==> src/rtl/led_pattern_pkg.sv <==
// Shared definitions for the LED pattern engine: mode encodings,
// column mask construction and per-mode phase counts.
package led_pattern_pkg;

    // Widest LED bank the column mask helper can describe.
    localparam int MAX_LED = 256;

    typedef logic [1:0] mode_t;

    localparam mode_t MODE_FILL   = 2'd0;
    localparam mode_t MODE_CHASE  = 2'd1;
    localparam mode_t MODE_BOUNCE = 2'd2;
    localparam mode_t MODE_BLINK  = 2'd3;

    // Bits belonging to column c: led index i is in column (n_led-1-i) mod stride.
    function automatic logic [MAX_LED-1:0] column_mask(input int n_led, input int stride, input int c);
        logic [MAX_LED-1:0] mask;
        mask = '0;
        for (int i = 0; i < MAX_LED; i++) begin
            if (i < n_led) begin
                if (((n_led - 1 - i) % stride) == c) begin
                    mask[i] = 1'b1;
                end
            end
        end
        return mask;
    endfunction

    // Number of distinct phases each animation cycles through.
    function automatic int phase_count(input mode_t m, input int stride);
        int n;
        case (m)
            MODE_FILL:   n = stride + 2;
            MODE_CHASE:  n = stride;
            MODE_BOUNCE: n = 2 * stride - 2;
            default:     n = 2;
        endcase
        return n;
    endfunction

endpackage

==> src/rtl/led_pattern_engine_tick.sv <==
// Prescaler that turns the system clock into a two-speed step enable.
// The limit compare is >= so a fast switch while the count is already past
// the fast limit steps on the next enabled edge instead of wrapping.
module led_step_tick #(
    parameter int FAST_DIV = 25,
    parameter int SLOW_DIV = 27
) (
    input  logic clk,
    input  logic rst,
    input  logic en,
    input  logic speed,
    input  logic clear,
    output logic step_en
);

    localparam logic [63:0] FAST_LIM64 = (64'd1 << FAST_DIV) - 64'd1;
    localparam logic [63:0] SLOW_LIM64 = (64'd1 << SLOW_DIV) - 64'd1;
    localparam logic [SLOW_DIV-1:0] FAST_LIM = FAST_LIM64[SLOW_DIV-1:0];
    localparam logic [SLOW_DIV-1:0] SLOW_LIM = SLOW_LIM64[SLOW_DIV-1:0];

    if (FAST_DIV < 1 || FAST_DIV >= SLOW_DIV || SLOW_DIV > 32) begin : g_bad_div
        $error("led_step_tick: need 1 <= FAST_DIV < SLOW_DIV <= 32");
    end

    logic [SLOW_DIV-1:0] count;
    logic [SLOW_DIV-1:0] limit;

    assign limit   = speed ? FAST_LIM : SLOW_LIM;
    assign step_en = en && (count >= limit);

    // Count enabled cycles, restarting on a step, a clear strobe or reset.
    always_ff @(posedge clk) begin
        if (rst) begin
            count <= '0;
        end else if (clear) begin
            count <= '0;
        end else if (en) begin
            if (step_en) begin
                count <= '0;
            end else begin
                count <= count + 1'b1;
            end
        end
    end

endmodule

==> src/rtl/led_pattern_engine.sv <==
// LED pattern engine: four animations over GROUPS groups of STRIDE columns,
// stepped by an internal prescaler. Mode changes restart the animation at
// phase 0 on the very next edge.
module led_pattern_engine
    import led_pattern_pkg::*;
#(
    parameter int N_LED    = 16,
    parameter int GROUPS   = 4,
    parameter int FAST_DIV = 25,
    parameter int SLOW_DIV = 27
) (
    input  logic             clk,
    input  logic             rst,
    input  logic             en,
    input  logic             speed,
    input  logic [1:0]       mode,
    input  logic             dir,
    output logic [N_LED-1:0] led,
    output logic [7:0]       phase,
    output logic             step
);

    localparam int STRIDE = N_LED / GROUPS;

    if ((N_LED % GROUPS) != 0) begin : g_bad_groups
        $error("led_pattern_engine: N_LED must be a multiple of GROUPS");
    end
    if (STRIDE < 2) begin : g_bad_stride
        $error("led_pattern_engine: STRIDE must be at least 2");
    end
    if (N_LED > MAX_LED || STRIDE + 2 > 256) begin : g_bad_size
        $error("led_pattern_engine: LED bank too large");
    end

    mode_t      mode_q;
    logic       mode_change;
    logic       tick;
    logic [7:0] last_phase;
    logic [7:0] next_phase;

    assign mode_change = (mode != mode_q);
    assign last_phase  = 8'(phase_count(mode_q, STRIDE) - 1);
    assign next_phase  = (phase == last_phase) ? 8'd0 : phase + 8'd1;

    // LED image for a given mode, direction and phase.
    function automatic logic [N_LED-1:0] pattern(input mode_t m, input logic d, input logic [7:0] p);
        logic [N_LED-1:0] r;
        int pi;
        int target;
        r      = '0;
        pi     = {24'd0, p};
        target = (pi < STRIDE) ? pi : (2 * STRIDE - 2 - pi);
        for (int c = 0; c < STRIDE; c++) begin
            case (m)
                MODE_FILL: begin
                    if (pi >= 1 && pi <= STRIDE &&
                        ((!d && c < pi) || (d && c >= STRIDE - pi))) begin
                        r = r | N_LED'(column_mask(N_LED, STRIDE, c));
                    end
                end
                MODE_CHASE: begin
                    if ((!d && c == pi) || (d && c == STRIDE - 1 - pi)) begin
                        r = r | N_LED'(column_mask(N_LED, STRIDE, c));
                    end
                end
                MODE_BOUNCE: begin
                    if (c == target) begin
                        r = r | N_LED'(column_mask(N_LED, STRIDE, c));
                    end
                end
                default: begin
                    if (pi == 1) begin
                        r = '1;
                    end
                end
            endcase
        end
        return r;
    endfunction

    led_step_tick #(
        .FAST_DIV(FAST_DIV),
        .SLOW_DIV(SLOW_DIV)
    ) u_tick (
        .clk    (clk),
        .rst    (rst),
        .en     (en),
        .speed  (speed),
        .clear  (mode_change),
        .step_en(tick)
    );

    // Mode restart takes priority over a step; otherwise advance on each tick.
    always_ff @(posedge clk) begin
        if (rst) begin
            led    <= '0;
            phase  <= 8'd0;
            step   <= 1'b0;
            mode_q <= mode;
        end else if (mode_change) begin
            mode_q <= mode;
            phase  <= 8'd0;
            led    <= pattern(mode, dir, 8'd0);
            step   <= 1'b0;
        end else if (tick) begin
            phase  <= next_phase;
            led    <= pattern(mode_q, dir, next_phase);
            step   <= 1'b1;
        end else begin
            step   <= 1'b0;
        end
    end

endmodule

==> config.mk <==
export PLATFORM = sky130hd
export DESIGN_NAME = led_pattern_engine
export DESIGN_NICKNAME = d
export VERILOG_FILES = /design/src/rtl/led_pattern_pkg.sv /design/src/rtl/led_pattern_engine_tick.sv /design/src/rtl/led_pattern_engine.sv
export SDC_FILE = /design/constraint.sdc
export NUM_CORES = 1
export LEC_CHECK = 0
export CAP_MARGIN = 20
export CORE_ASPECT_RATIO = 0.8
export CORE_MARGIN = 3
export CORE_UTILIZATION = 58
export DETAILED_ROUTE_END_ITERATION = 6
export PLACE_DENSITY_LB_ADDON = 0.05
export SLEW_MARGIN = 10
export SYNTH_ARGS = -nofsm -noshare
export SYNTH_HDL_FRONTEND = slang
export SYNTH_HIERARCHICAL = 1
export SYNTH_SLANG_ARGS = --single-unit
export TNS_END_PERCENT = 30
==> constraint.sdc <==
create_clock -name clk -period 4.5 [get_ports clk]
set_clock_uncertainty 0.05 [all_clocks]
set_input_delay 0.9 -clock clk [delete_from_list [all_inputs] [get_ports clk]]
set_output_delay 0.9 -clock clk [all_outputs]
set_load 0.01 [all_outputs]
==> flow_summary_export.csv, run 1 <==
group,metric,value,unit
yosys,leading_post_synthesis_cells_by_cell_area,"sky130_fd_sc_hd__dfxtp_1, sky130_fd_sc_hd__ha_1, sky130_fd_sc_hd__nor2_1, sky130_fd_sc_hd__xnor2_1, sky130_fd_sc_hd__xor2_1",
yosys,synth_seq_cells,42,
route,drc,0,
clock_tree,post-cts-setup-buffer-count,0,
finish,fill_cells,449,
grt,grt_pass1_vias,2594,
worst_setup_path,worstSetupPathType,"reg -> reg",
worst_hold_path,worstHoldPathCells,2,
flow_run,max_cap_viol_count,0,
yosys,synth_largest_type_area_fraction,25.2,%
yosys,synthesis.instances,391,
clock_tree,clock-root-buffer,"sky130_fd_sc_hd__clkbuf_8",
placed_design,preCtsSetupSlack,0.423,ns
yosys,synth_area,3180,um2
placed_design,port_buffers,31,
clock_tree,worst_setup_hold_path_clk_slew,0.08,ns
grt,grt_pass1_wl,12.4,mm
placed_design,hpwlAfterDp,5.56,mm
timing,setup_repair_after_global_routing_missed_its_margin,"false",
yosys,yosysMostFrequentCell,"sky130_fd_sc_hd__dfxtp_1",
grt,track_usage,24.1,%
worst_setup_path,worst-path-max-fanout,12,
clock_tree,cts_resized,0,
floorplan,floorplan.core_area,5150,um2
clock_tree,tritoncts,"built",
timing,slew-limit-headroom,35.2,%
yosys,synth_largest_area_cell,"sky130_fd_sc_hd__dfxtp_1",
pwr,power,0.697,mW
yosys,synth.yosys.warnings,6,
grt,largest_net_degree_at_the_start_of_global_routing,24,
finish,nets,421,
worst_setup_path,worst-r2r-cell-count,15,
timing,timing_max_transition_violations_final,0,
yosys,synth_enable_flop_cells,2,
yosys,ys_dominant_reg_cell,"sky130_fd_sc_hd__dfxtp_1",
timing,finalSetupViolations,0,
timing,maximum_operating_frequency,243,MHz
clock_tree,clk_path_buf_depth,2,
route,detailedRoute.firstIterationViolations,220,
grt,grt_remaining_overflow,0,
route,drt-pass1-iter-count,5,
finish,num_antenna_cells,0,
clock_tree,hold_buffers,0,
timing,min_period_over_period,91.3,%
timing,fin_hold_ws,0.436,ns
yosys,asyncSetResetFlopFracSynth,0,%
finish,layout_cells_sized_above_1,8.46,%
yosys,netlist-cell-type-count,71,
placed_design,routabilityCongestion,0.843,
worst_setup_path,worst_ep_arrival_time,4.22,ns
finish,flow.area_growth_from_synthesis,10.4,%
pwr,pwr_density_cell,199,nW/um2
timing,post-route-worst-setup-slack,0.390,ns
clock_tree,htree_levels,2,
worst_setup_path,setup.worst_path.start_class,"flip-flop",
grt,antenna_found_initial,0,
route,ant_nets,0,
route,route.detailed.wl_per_inst,16.1,um
worst_setup_path,required,4.61,ns
floorplan,initial_utilization,61.7,%
yosys,postSynthNetCount,411,
finish,final_core_util,68.1,%
clock_tree,clock_sink_count,42,
timing,finalSetupTns,0,ns
floorplan,num_io_pins,32,
run_status,outcome,"finished clean",
route,vias,2967,
yosys,ys_seq_area_share,27.1,%
timing,timing.final.hold_violations,0,
clock_tree,clkLatencyLatePin,0.29,ns
floorplan,placementRows,23,
worst_setup_path,worstSetupEndpointType,"flip-flop",
floorplan,die_ht,72.2,um
yosys,synth.avg_cell_area,8.13,um2
route,route.final.wire_length,7.45,mm
floorplan,die_width,88.8,um
worst_hold_path,timing.hold.worst.class,"reg -> reg",
route,avgViaCountPerCell,6.39,
timing,worst_pin_slew,0.971,ns
timing,layout_min_cycle_time,4.11,ns
pwr,power.leakage,1.20,nW
clock_tree,tritoncts.num_buffers,5,
pwr,vdd_ir_drop_max,0.000139,V
floorplan,dieArea,6410,um2
yosys,netlist_top_cells_count,"sky130_fd_sc_hd__dfxtp_1, sky130_fd_sc_hd__nor2_1, sky130_fd_sc_hd__nand2_1, sky130_fd_sc_hd__nand3_1, sky130_fd_sc_hd__a21oi_1",
==> critical path, stage by stage (launching register included) <==
cell and delay [ns]:
sky130_fd_sc_hd__dfxtp_1 0.48, sky130_fd_sc_hd__nor4b_4 0.46, sky130_fd_sc_hd__nand2_1 0.12, sky130_fd_sc_hd__o21a_1 0.28, sky130_fd_sc_hd__inv_1 0.13, sky130_fd_sc_hd__ha_1 0.22
sky130_fd_sc_hd__a211oi_1 0.09, sky130_fd_sc_hd__a211o_1 0.29, sky130_fd_sc_hd__a211o_1 0.27, sky130_fd_sc_hd__a221oi_4 0.32, sky130_fd_sc_hd__ha_1 0.30, sky130_fd_sc_hd__inv_1 0.08
sky130_fd_sc_hd__and3_1 0.19, sky130_fd_sc_hd__a31oi_1 0.12, sky130_fd_sc_hd__a2111oi_1 0.47, sky130_fd_sc_hd__o31ai_2 0.13
==> logic make-up after synthesis <==
kind of cell             count (synthesis)  share of synthesized area [%]
adder cells (fa/ha/maj)                 13                           5.12
multiplexers                             3                          0.945
flip-flops                              42                           27.1
buffers and inverters                   52                           8.22
AO/OA/AOI/OAI                           95                           22.5
XOR/XNOR                                27                           7.67
AND/OR/NAND/NOR                        159                           28.5
==> state kept, by name (all words and copies together), names as in the netlist <==
signal        flops
u_tick/count     27
phase             8
led               4
mode_q            2
step              1
==> per-layer routing <==
layer | global-route usage, % | up-vias | wire [um]
met5 | 0 | - | 0
met2 | 33.0 | 107 | 3060
met1 | 38.5 | 1390 | 3840
met4 | 4.70 | 0 | 30
met3 | 4.99 | 2 | 521
li1 | - | 1468 | -
==> worst paths after layout <==
kind | from | end | slack (ns)
setup reg to reg | phase[5] | led[11] | 0.39
hold reg to reg | u_tick/count[24] | u_tick/count[24] | 0.44
setup / recovery | phase[5] | led[11] | 0.39
hold / removal | u_tick/count[24] | u_tick/count[24] | 0.44
==> layout make-up <==
type / count / area (um2) / area share, %
clock inverter: 2 / 12.5 / 0.357
inverter: 19 / 71.3 / 2.03
sequential: 42 / 861 / 24.5
tap: 62 / 77.6 / 2.21
clock buffer: 6 / 82.6 / 2.35
timing repair buffer: 36 / 348 / 9.91
multi-input combinational: 297 / 2060 / 58.6
==> where the power goes <==
group / internal (mW) / total [mW] / switching (mW)
logic: 0.0249 / 0.0619 / 0.0370
clock network: 0.123 / 0.252 / 0.129
registers: 0.377 / 0.383 / 0.00558
==> per-stage QoR <==
step | area, um2 | cells
floorplan | 3180 | 391
finish | 3510 | 464
global placement | 3410 | 456
CTS | 3510 | 464
detailed placement | 3410 | 456
global route | 3510 | 464
==> cell usage in the layout, fill, tap and decap left out, types with 3 or more instances in the layout <==
| cell type | count |
|---|---|
| sky130_fd_sc_hd__a211o_1 | 3 |
| sky130_fd_sc_hd__a211oi_1 | 3 |
| sky130_fd_sc_hd__a21boi_0 | 5 |
| sky130_fd_sc_hd__a21oi_1 | 19 |
| sky130_fd_sc_hd__a31oi_1 | 9 |
| sky130_fd_sc_hd__and3_1 | 7 |
| sky130_fd_sc_hd__and4_1 | 5 |
| sky130_fd_sc_hd__and4_2 | 3 |
| sky130_fd_sc_hd__buf_4 | 5 |
| sky130_fd_sc_hd__clkbuf_8 | 6 |
| sky130_fd_sc_hd__clkdlybuf4s50_1 | 31 |
| sky130_fd_sc_hd__dfxtp_1 | 40 |
| sky130_fd_sc_hd__ha_1 | 13 |
| sky130_fd_sc_hd__inv_1 | 18 |
| sky130_fd_sc_hd__mux2i_1 | 3 |
| sky130_fd_sc_hd__nand2_1 | 21 |
| sky130_fd_sc_hd__nand2b_1 | 3 |
| sky130_fd_sc_hd__nand3_1 | 20 |
| sky130_fd_sc_hd__nand4_1 | 15 |
| sky130_fd_sc_hd__nor2_1 | 38 |
| sky130_fd_sc_hd__nor3_1 | 14 |
| sky130_fd_sc_hd__nor4_1 | 5 |
| sky130_fd_sc_hd__o211ai_1 | 3 |
| sky130_fd_sc_hd__o21ai_0 | 13 |
| sky130_fd_sc_hd__o22ai_1 | 5 |
| sky130_fd_sc_hd__o31ai_1 | 8 |
| sky130_fd_sc_hd__or3_1 | 3 |
| sky130_fd_sc_hd__or4_1 | 8 |
| sky130_fd_sc_hd__xnor2_1 | 14 |
| sky130_fd_sc_hd__xor2_1 | 12 |
Note: power is estimated with default switching activity, not from simulation.
==> run 2, diff against run 1 <==
--- a/config.mk
+++ b/config.mk
@@ -8,12 +8,10 @@
 export CAP_MARGIN = 20
 export CORE_ASPECT_RATIO = 0.8
 export CORE_MARGIN = 3
-export CORE_UTILIZATION = 58
+export CORE_UTILIZATION = 57
 export DETAILED_ROUTE_END_ITERATION = 6
 export PLACE_DENSITY_LB_ADDON = 0.05
-export SLEW_MARGIN = 10
 export SYNTH_ARGS = -nofsm -noshare
 export SYNTH_HDL_FRONTEND = slang
-export SYNTH_HIERARCHICAL = 1
 export SYNTH_SLANG_ARGS = --single-unit
 export TNS_END_PERCENT = 30
==> constraint.sdc (replaced) <==
create_clock -name clk -period 4.3 [get_ports clk]
set_clock_uncertainty 0.05 [all_clocks]
set_input_delay 0.86 -clock clk [delete_from_list [all_inputs] [get_ports clk]]
set_output_delay 0.86 -clock clk [all_outputs]
set_load 0.01 [all_outputs]
==> run 2 against run 1 <==
Sequential power up 4%. First-iteration DRC count increased by 57%. Utilization is 1.3 points higher. Cell area up 0.82%. Clock-buffer cell count unchanged. Flip-flop and latch count stayed put. Sequential share of layout area decreased by 0.20 points. Critical endpoint unchanged. Largest power group unchanged. Highest routed layer unchanged.
==> flow_summary_export.csv, run 2 <==
group,metric,value,unit
run_status,outcome,"finished clean",
timing,timing_max_transition_violations_final,0,
finish,final_cell_mix,"sky130_fd_sc_hd__nor2_1, sky130_fd_sc_hd__dfxtp_1, sky130_fd_sc_hd__nand2_1",
worst_setup_path,worst-r2r-cell-count,16,
finish,register_with_the_highest_flop_count,"u_tick.count",
worst_setup_path,setup.worst_path.start_class,"flip-flop",
yosys,synth_enable_flop_cells,2,
floorplan,placementRows,23,
yosys,synth.yosys.warnings,0,
route,drt-pass1-iter-count,5,
worst_hold_path,worstHoldStart,"u_tick.count[8]",
yosys,netlist-cell-type-count,62,
yosys,synth_compound_area_share,18.0,%
floorplan,die_ht,71.4,um
floorplan,die_width,87.8,um
clock_tree,clk_path_buf_depth,2,
timing,fin_hold_ws,0.468,ns
grt,antenna_found_initial,0,
worst_setup_path,worstReg2RegEnd,"led[11]",
grt,grt_pass1_wl,12.6,mm
worst_setup_path,source_of_the_worst_register_to_register_timing_path,"phase[3]",
yosys,leading_post_synthesis_cells_by_cell_area,"sky130_fd_sc_hd__dfxtp_1, sky130_fd_sc_hd__nor2_1, sky130_fd_sc_hd__xnor2_1, sky130_fd_sc_hd__xor2_1, sky130_fd_sc_hd__ha_1",
worst_setup_path,worst_ep_arrival_time,4.26,ns
clock_tree,worst_setup_hold_path_clk_slew,0.08,ns
yosys,postSynthNetCount,410,
timing,finalSetupViolations,0,
yosys,largest_family_of_logic_cells_by_synthesized_area,"simple AND/OR/NAND/NOR gates",
yosys,synth.avg_cell_area,7.82,um2
finish,fin_area,3540,um2
grt,largest_net_degree_at_the_start_of_global_routing,28,
pwr,power.leakage,1.24,nW
finish,largest_register_ffs,27,
worst_setup_path,critPathMaxStageDelay,0.57,ns
worst_setup_path,worst-path-max-fanout,5,
pwr,vdd_ir_drop_max,0.000201,V
grt,grt_remaining_overflow,0,
pwr,pwr_density_cell,204,nW/um2
grt,track_usage,24.4,%
route,detailedRoute.firstIterationViolations,346,
yosys,synth_fa_ha_area_share,5.33,%
floorplan,floorplan.core_area,5090,um2
floorplan,num_io_pins,32,
yosys,ys_dominant_reg_cell,"sky130_fd_sc_hd__dfxtp_1",
route,vias,3005,
yosys,asyncSetResetFlopFracSynth,0,%
yosys,synth_simple_gate_area_share,28.5,%
placed_design,routabilityCongestion,0.950,
placed_design,hpwlAfterDp,5.54,mm
finish,flow.area_growth_from_synthesis,15.9,%
flow_run,max_cap_viol_count,0,
floorplan,initial_utilization,59.9,%
yosys,synth_seq_cells,42,
finish,num_antenna_cells,0,
clock_tree,hold_buffers,0,
worst_setup_path,cpMaxStageDelayCell,"sky130_fd_sc_hd__or4b_4",
yosys,synth_largest_type_area_fraction,26.2,%
finish,layout.cells.most_common,"sky130_fd_sc_hd__nor2_1",
placed_design,port_buffers,31,
worst_hold_path,worst_hold_path.endpoint,"u_tick.count[8]",
clock_tree,htree_levels,2,
clock_tree,clock_sink_count,42,
yosys,post_synth_mux_area_share,1.31,%
route,drc,0,
worst_setup_path,worstSetupEndpointType,"flip-flop",
timing,maximum_operating_frequency,242,MHz
worst_setup_path,cell_breakdown_of_the_critical_path,"or4_4 -> nor3_4 -> and3_4 -> nand2b_1 -> ha_2 -> inv_1 -> o21ai_2 -> a31oi_2 -> o32a_1 -> a221o_1 -> nor3_1 -> ha_1 -> or4b_4 -> o311ai_1 -> nor4b_2 -> o21ai_1",
worst_hold_path,timing.hold.worst.class,"reg -> reg",
timing,slew-limit-headroom,46.8,%
finish,nets,439,
clock_tree,clkLatencyLatePin,0.29,ns
placed_design,dp_cells,472,
grt,grt_pass1_vias,2631,
yosys,synth_largest_area_cell,"sky130_fd_sc_hd__dfxtp_1",
yosys,ys_seq_area_share,28.2,%
route,avgViaCountPerCell,6.25,
timing,timing.final.hold_violations,0,
clock_tree,tritoncts.num_buffers,5,
finish,reg.largest.list,"u_tick.count x27, phase x8, led x4",
clock_tree,clock-root-buffer,"sky130_fd_sc_hd__clkbuf_8",
route,ant_nets,0,
yosys,yosysMostFrequentCell,"sky130_fd_sc_hd__nor2_1",
floorplan,dieArea,6270,um2
placed_design,place_area,3400,um2
worst_setup_path,required,4.42,ns
finish,final_instance_count_without_filler_cells,481,
worst_setup_path,worstSetupPathType,"reg -> reg",
clock_tree,tritoncts,"built",
timing,worst_pin_slew,0.788,ns
finish,fill_cells,437,
worst_setup_path,worstSetupStartpoint,"phase[3]",
route,route.detailed.wl_per_inst,15.7,um
yosys,synthesis.instances,390,
worst_setup_path,r2r_setup_slack,0.17,ns
route,route.final.wire_length,7.56,mm
worst_hold_path,worstHoldPathCells,2,
yosys,netlist_top_cells_count,"sky130_fd_sc_hd__nor2_1, sky130_fd_sc_hd__dfxtp_1, sky130_fd_sc_hd__nand2_1",
yosys,post_synth_xor_area_fraction,11.5,%
yosys,synth_area,3050,um2
timing,layout_min_cycle_time,4.13,ns
timing,min_period_over_period,96.2,%
finish,layout_cells_sized_above_1,9.55,%
-- run 2: cell count changes in the layout (fill, tap and decap cells not counted), sizes merged, moves of 6 or more --
cell   change
nor2      +12
or4        -6
nand3      -6
nand2     +10
nand4      -7
xor2       +7
xnor2      +6
buf       +14
inv        -6
o21ai      +9
o31ai      -8
-- run 2: what timing repair did --
action                                  4_1_cts  5_1_grt
gates resized for setup                       0        9
endpoints found under the setup margin        0        1
setup buffers                                 0        2
-- run 2: per-layer routing --
metal	GRT usage, %	part of all wire [%]
met5	0	0
met4	2.21	0.73
met3	4.60	6.6
met2	37.5	43
met1	36.9	50
-- run 2: how the worst max path moves through the flow --
stage | slack (ns) | cells past startpoint | end
4_1_cts | 0.16 | 16 | led[11]
2_1_floorplan | 0.009 | 18 | led[11]
6_report | 0.17 | 16 | led[11]
5_1_grt | -0.05 | 16 | led[11]
3_3_place_gp | 0.32 | 16 | led[11]
3_5_place_dp | 0.20 | 16 | led[11]
-- run 2: stage by stage --
step,TNS [ns],power [mW],setup WS (ns),util (%)
6_report,0,0.721,0.165,69.5
5_1_grt,-0.0542,0.745,-0.0542,69.5
2_1_floorplan,0,0.453,0.00856,-
4_1_cts,0,0.721,0.164,68.3
3_3_place_gp,0,0.479,0.321,66.7
3_5_place_dp,0,0.479,0.197,66.7
-- run 2: critical path: cells and delay by family, from the launching register on --
family / cells / cell delay, ns
AO/OA/AOI/OAI: 6 / 1.01
adder cells (fa/ha/maj): 2 / 0.48
buffers and inverters: 1 / 0.08
flip-flops: 1 / 0.31
AND/OR/NAND/NOR: 7 / 2.07
-- run 2: final cells by class --
cell class              instances  area, um2  area share (%)
inverters                      13       48.8            1.38
clock buffers                   6       72.6            2.05
well taps                      62       77.6            2.19
multi-input cells             307       2020            57.0
clock inverters                 1       6.26           0.177
flip-flops and latches         42        861            24.3
repair buffers                 50        457            12.9
-- run 2: logic make-up (layout without fill, tap and decap cells) --
| group | count (synthesis) | in the layout |
|---|---|---|
| buffers and inverters | 41 | 70 |
| muxes | 4 | 4 |
| DFF | 42 | 42 |
| AOI/OAI and AO/OA | 81 | 81 |
| and+or+nand+nor | 169 | 169 |
| xor gates and xnor gates | 40 | 40 |
| adders and majority gates | 13 | 13 |
-- run 2: power breakdown --
| group | switching (mW) | internal (mW) |
|---|---|---|
| Sequential | 0.00465 | 0.396 |
| Clock | 0.137 | 0.112 |
| Combinational | 0.0396 | 0.0315 |
